## src/rtl/move_sequencer.sv

```systemverilog
// Knight-move leg sequencer: turns in place to the commanded heading, ramps forward
// speed while counting line crossings, then ramps down and pulses cmd_done.
module move_sequencer #(
    parameter logic [9:0]  MAX_SPD    = 10'h2FF,
    parameter logic [9:0]  FRWRD_INC  = 10'd6,
    parameter logic [9:0]  FRWRD_DEC  = 10'd12,
    parameter logic [11:0] ERR_THRESH = 12'h02C
) (
    input  logic        clk,
    input  logic        rst_n,
    input  logic [11:0] cmd,
    input  logic        cmd_vld,
    output logic        cmd_rdy,
    input  logic [11:0] heading,
    input  logic        heading_rdy,
    input  logic        cntrIR,
    output logic        moving,
    output logic [9:0]  frwrd,
    output logic [11:0] error,
    output logic        err_vld,
    output logic        cmd_done
);

    typedef enum logic [1:0] {
        IDLE    = 2'd0,
        TURN    = 2'd1,
        MOVE    = 2'd2,
        RAMP_DN = 2'd3
    } state_t;

    state_t      state;
    state_t      next_state;

    logic [11:0] dsrd_hdng;
    logic [4:0]  sq_target;
    logic [4:0]  crossings;
    logic        cntr_ir_ff;

    logic        accept;
    logic        ir_rise;
    logic        last_cross;
    logic        turn_done;
    logic [11:0] err_mag;
    logic [10:0] frwrd_sum;
    logic [9:0]  frwrd_nxt;

    assign accept     = cmd_vld & cmd_rdy;
    assign ir_rise    = cntrIR & ~cntr_ir_ff;
    assign last_cross = ir_rise && ((crossings + 5'd1) == sq_target);
    assign turn_done  = heading_rdy && (err_mag < ERR_THRESH);
    assign frwrd_sum  = {1'b0, frwrd} + {1'b0, FRWRD_INC};

    // The most negative error has no positive twin in 12 bits, so it saturates.
    always_comb begin
        if (error == 12'h800) begin
            err_mag = 12'h7FF;
        end else if (error[11]) begin
            err_mag = -error;
        end else begin
            err_mag = error;
        end
    end

    // State register
    // NOTE: sequential state uses non-blocking (<=) so every flop samples pre-edge values.
    always_ff @(posedge clk or negedge rst_n) begin
        if (!rst_n) begin
            state <= IDLE;
        end else begin
            state <= next_state;
        end
    end

    // Next-state logic
    // NOTE: next_state gets a default before the case so no path leaves it unassigned (no latch).
    always_comb begin
        next_state = state;
        case (state)
            IDLE:    if (accept)     next_state = TURN;
            TURN:    if (turn_done)  next_state = (sq_target == 5'd0) ? IDLE : MOVE;
            MOVE:    if (last_cross) next_state = RAMP_DN;
            RAMP_DN: if (frwrd == 10'd0) next_state = IDLE;
            default: next_state = IDLE;
        endcase
    end

    // Output / datapath decode
    always_comb begin
        cmd_rdy   = (state == IDLE);
        error     = heading - dsrd_hdng;
        err_vld   = heading_rdy;
        frwrd_nxt = frwrd;
        case (state)
            MOVE: begin
                if (heading_rdy) begin
                    frwrd_nxt = (frwrd_sum > {1'b0, MAX_SPD}) ? MAX_SPD : frwrd_sum[9:0];
                end
            end
            RAMP_DN: begin
                if (heading_rdy) begin
                    frwrd_nxt = (frwrd < FRWRD_DEC) ? 10'd0 : (frwrd - FRWRD_DEC);
                end
            end
            default: frwrd_nxt = 10'd0;
        endcase
    end

    // Registered outputs and leg context; cmd_done fires only on a real return to IDLE.
    always_ff @(posedge clk or negedge rst_n) begin
        if (!rst_n) begin
            frwrd      <= 10'd0;
            moving     <= 1'b0;
            cmd_done   <= 1'b0;
            dsrd_hdng  <= 12'h000;
            sq_target  <= 5'd0;
            crossings  <= 5'd0;
            cntr_ir_ff <= 1'b0;
        end else begin
            frwrd      <= frwrd_nxt;
            moving     <= (next_state != IDLE);
            cmd_done   <= (state != IDLE) && (next_state == IDLE);
            cntr_ir_ff <= cntrIR;
            if (accept) begin
                dsrd_hdng <= (cmd[11:4] == 8'h00) ? 12'h000 : {cmd[11:4], 4'hF};
                sq_target <= {cmd[3:0], 1'b0};
                crossings <= 5'd0;
            end else if ((state == MOVE) && ir_rise) begin
                crossings <= crossings + 5'd1;
            end
        end
    end

endmodule

```

## config.mk

```make
export PLATFORM = sky130hd
export DESIGN_NAME = move_sequencer
export DESIGN_NICKNAME = d
export VERILOG_FILES = /design/src/rtl/move_sequencer.sv
export SDC_FILE = /design/constraint.sdc
export NUM_CORES = 1
export LEC_CHECK = 0
export BUFFER_PORTS_ARGS = -buffer_cell sky130_fd_sc_hd__buf_4
export CORE_UTILIZATION = 30
export DETAILED_ROUTE_END_ITERATION = 10
export PLACE_DENSITY_LB_ADDON = 0.05
export SLEW_MARGIN = 20
export SYNTH_ARGS = -nofsm -noshare
export SYNTH_HDL_FRONTEND = slang
export SYNTH_SLANG_ARGS = --single-unit
```

## constraint.sdc

```tcl
create_clock -name clk -period 6.4 [get_ports clk]
set_input_delay 1.28 -clock clk [delete_from_list [all_inputs] [get_ports clk]]
set_output_delay 1.28 -clock clk [all_outputs]
set_load 0.005 [all_outputs]
```

==> metrics <==
PostCTS Resize Cnt 0; Post-DRT Antenna Nets 0; Arr. time, crit path 3.13 ns; crit path max fanout 3; worst-path cell chain buf_4 -> inv_1 -> ha_1 -> inv_1 -> fa_1 -> a21o_1 -> a221oi_2 -> o21bai_2 -> a21oi_2 -> xnor2_1 -> buf_4; worst r2r dst moving; die outline height 92.62 um; fin crit share 68.95%; status finished clean; hold_sp crossings[4]; biggest area consumer among synthesized cells dfrtp_1; Fmax 0.2266 GHz; met2 Use GR 26.67%; vias in the first global route 2220; Seq/Total Area, Yosys 33.52%; number of filler cells placed in the layout 847; DR vias 2258; CTS buffer count 5; fraction of layout cells with a size suffix above 1 21.90%; # nets final 392; Area growth syn-to-layout 24.17%; Setup WS post-layout 1.987 ns; IO buf count 54; peak supply drop 0.09794 mV; post-route minimum period 4.413 ns; mapped cell area 2464 um2; post-synthesis area per instance 8.267 um2; Worst path max stage delay 0.39 ns; hold path endpoint crossings[4]; Reg2Reg Depth 11; hold depth 2; Synth top area share 33.52%; buffers and inverters on the worst path 4; final max-slew violation count 0; Reg2Reg Launch Point dsrd_hdng[3]; CTS max path bufs 2; largest net degree at the start of global routing 34; Place WS 1.960 ns; RSZ-0062 raised after global routing no; CTS Hold Bufs 0; most frequent cells in the layout 54 x buf_4, 33 x dfrtp_1, 32 x nand2_1; synth top area cells dfrtp_1 34%, ha_1 8.1%, o21ai_0 5.9%; drt pass-1 iters 4; post-detailed-route DRC marker count 0; total negative setup slack 0 ns; Hold Vio Cnt, Final 0; max_cap viols 0; row count 32; synthesized flop and latch total 33; first-pass GRT wire length 10860 um; DIE WIDTH 92.62 um; pwr dens 372.7 nW/um2; Vias/cell 5.029; Leak 1.380 nW; Post-synth EDFFs 0; final setup vio count 0; htree depth 2; delay-heaviest family, CP compound AO/OA/AOI/OAI gates; Clock Skews 0.008136 ns; Synth Flop Type dfrtp_1; CP max stage cell fa_1; gate count of the mapped netlist 298; relative slew slack 51.10%; R2R Setup Slk 3.13 ns; worst skew pair latency 0.29 ns; gr usage total 15.92%; full die area 8578 um2; most common cell after layout, fill and taps aside buf_4; I/O pins 55; Setup CP Type input pin to primary output; synth unique cells 51; share of flip-flops with an asynchronous set or reset 100.0%; HPWL Detailed 4797 um; Routed WL per cell 14.25 um; Starting Density 31.39%; initial antenna violation count 0; clock sink total 33; actual slew at the worst max-slew pin 0.7335 ns; Routed WL 6399 um; core area 7848 um2; routing usage on met3 2.627%; YS warnings 0; min-delay worst type register to register; grt peak-use layer met2; GRT overflow 0; initial DRC count 76; antenna cells 0; Post-CTS Setup Bufs 0; Root Driver clkbuf_8; crit path capture type primary output; CTS tree done; Post-Syn Nets 344; CP Launch Type input pin; Clock transition at path regs 0.08 ns; GPL Wtd Cong 0.7960; grt met1 use 21.10%; worst path required time 5.12 ns
==> how the worst max path moves through the flow <==
stage	start	to	slack, ns	cells past startpoint
4_1_cts	heading[0]	error[8]	1.96	11
3_3_place_gp	heading[0]	error[8]	2.00	11
5_1_grt	heading[0]	error[10]	1.81	10
6_report	heading[0]	error[8]	1.99	11
3_5_place_dp	heading[0]	error[8]	1.96	11
2_1_floorplan	heading[0]	error[8]	2.35	9
==> metrics by stage <==
stage	hold slack [ns]	power [W]	util, %	cells	cell area (um2)
after detailed placement	0.4981	0.0009499	37.52	441	2944
final	0.5114	0.001140	38.98	449	3059
after floorplan	0.4692	0.0007089	-	298	2464
after global routing	0.5418	0.001250	38.98	449	3059
after CTS	0.5165	0.001160	38.98	449	3059
after global placement	0.4928	0.0009475	37.52	441	2944
==> state kept, by name (all words and copies together), names as in the netlist <==
register / flops
frwrd: 10
dsrd_hdng: 9
crossings: 5
sq_target: 4
state: 2
cmd_done: 1
cntr_ir_ff: 1
moving: 1
==> metal layers <==
| layer | vias up | part of all wire, % |
|---|---|---|
| met2 | 45 | 48 |
| met1 | 1049 | 47 |
| li1 | 1153 | - |
| met5 | - | 0 |
| met4 | 0 | 1.3 |
| met3 | 11 | 3.5 |
==> tightest hold or removal path, stage by stage (launching register included) <==
cell and delay (ns):
dfrtp_1 0.36, nand2_1 0.05, o21ai_0 0.07
==> power by group <==
group          switching [W]  internal [W]  total (W)
sequential         0.0000404      0.000261   0.000302
combinational       0.000317      0.000315   0.000633
clock              0.0000894      0.000117   0.000206
total               0.000447      0.000693    0.00114
==> synthesized netlist by cell type (8+ instances only) <==
| cell | number |
|---|---|
| a21oi_1 | 21 |
| clkbuf_1 | 11 |
| dfrtp_1 | 33 |
| ha_1 | 16 |
| inv_1 | 21 |
| nand2_1 | 32 |
| nand3_1 | 8 |
| nor2_1 | 20 |
| nor3_1 | 11 |
| o21ai_0 | 29 |
| xnor2_1 | 13 |
| xor2_1 | 9 |
==> layout make-up <==
class | instances | area [um2] | area share [%]
Clock buffer | 5 | 68.82 | 2.249
Clock inverter | 3 | 46.29 | 1.513
Inverter | 21 | 78.83 | 2.577
Multi-Input combinational cell | 231 | 1506 | 49.24
Sequential cell | 33 | 825.8 | 26.99
Tap cell | 102 | 127.6 | 4.172
Timing Repair Buffer | 54 | 405.4 | 13.25
==> cell families after synthesis <==
kind of cell,count (synthesis),share of synthesized area [%]
simple gates,98,18.89
flops,33,33.52
compound gates,88,22.80
xor+xnor,22,7.821
mux,6,2.692
buf+inv,34,5.333
fa+ha+maj,17,8.938
Note: power is estimated with default switching activity, not from simulation.
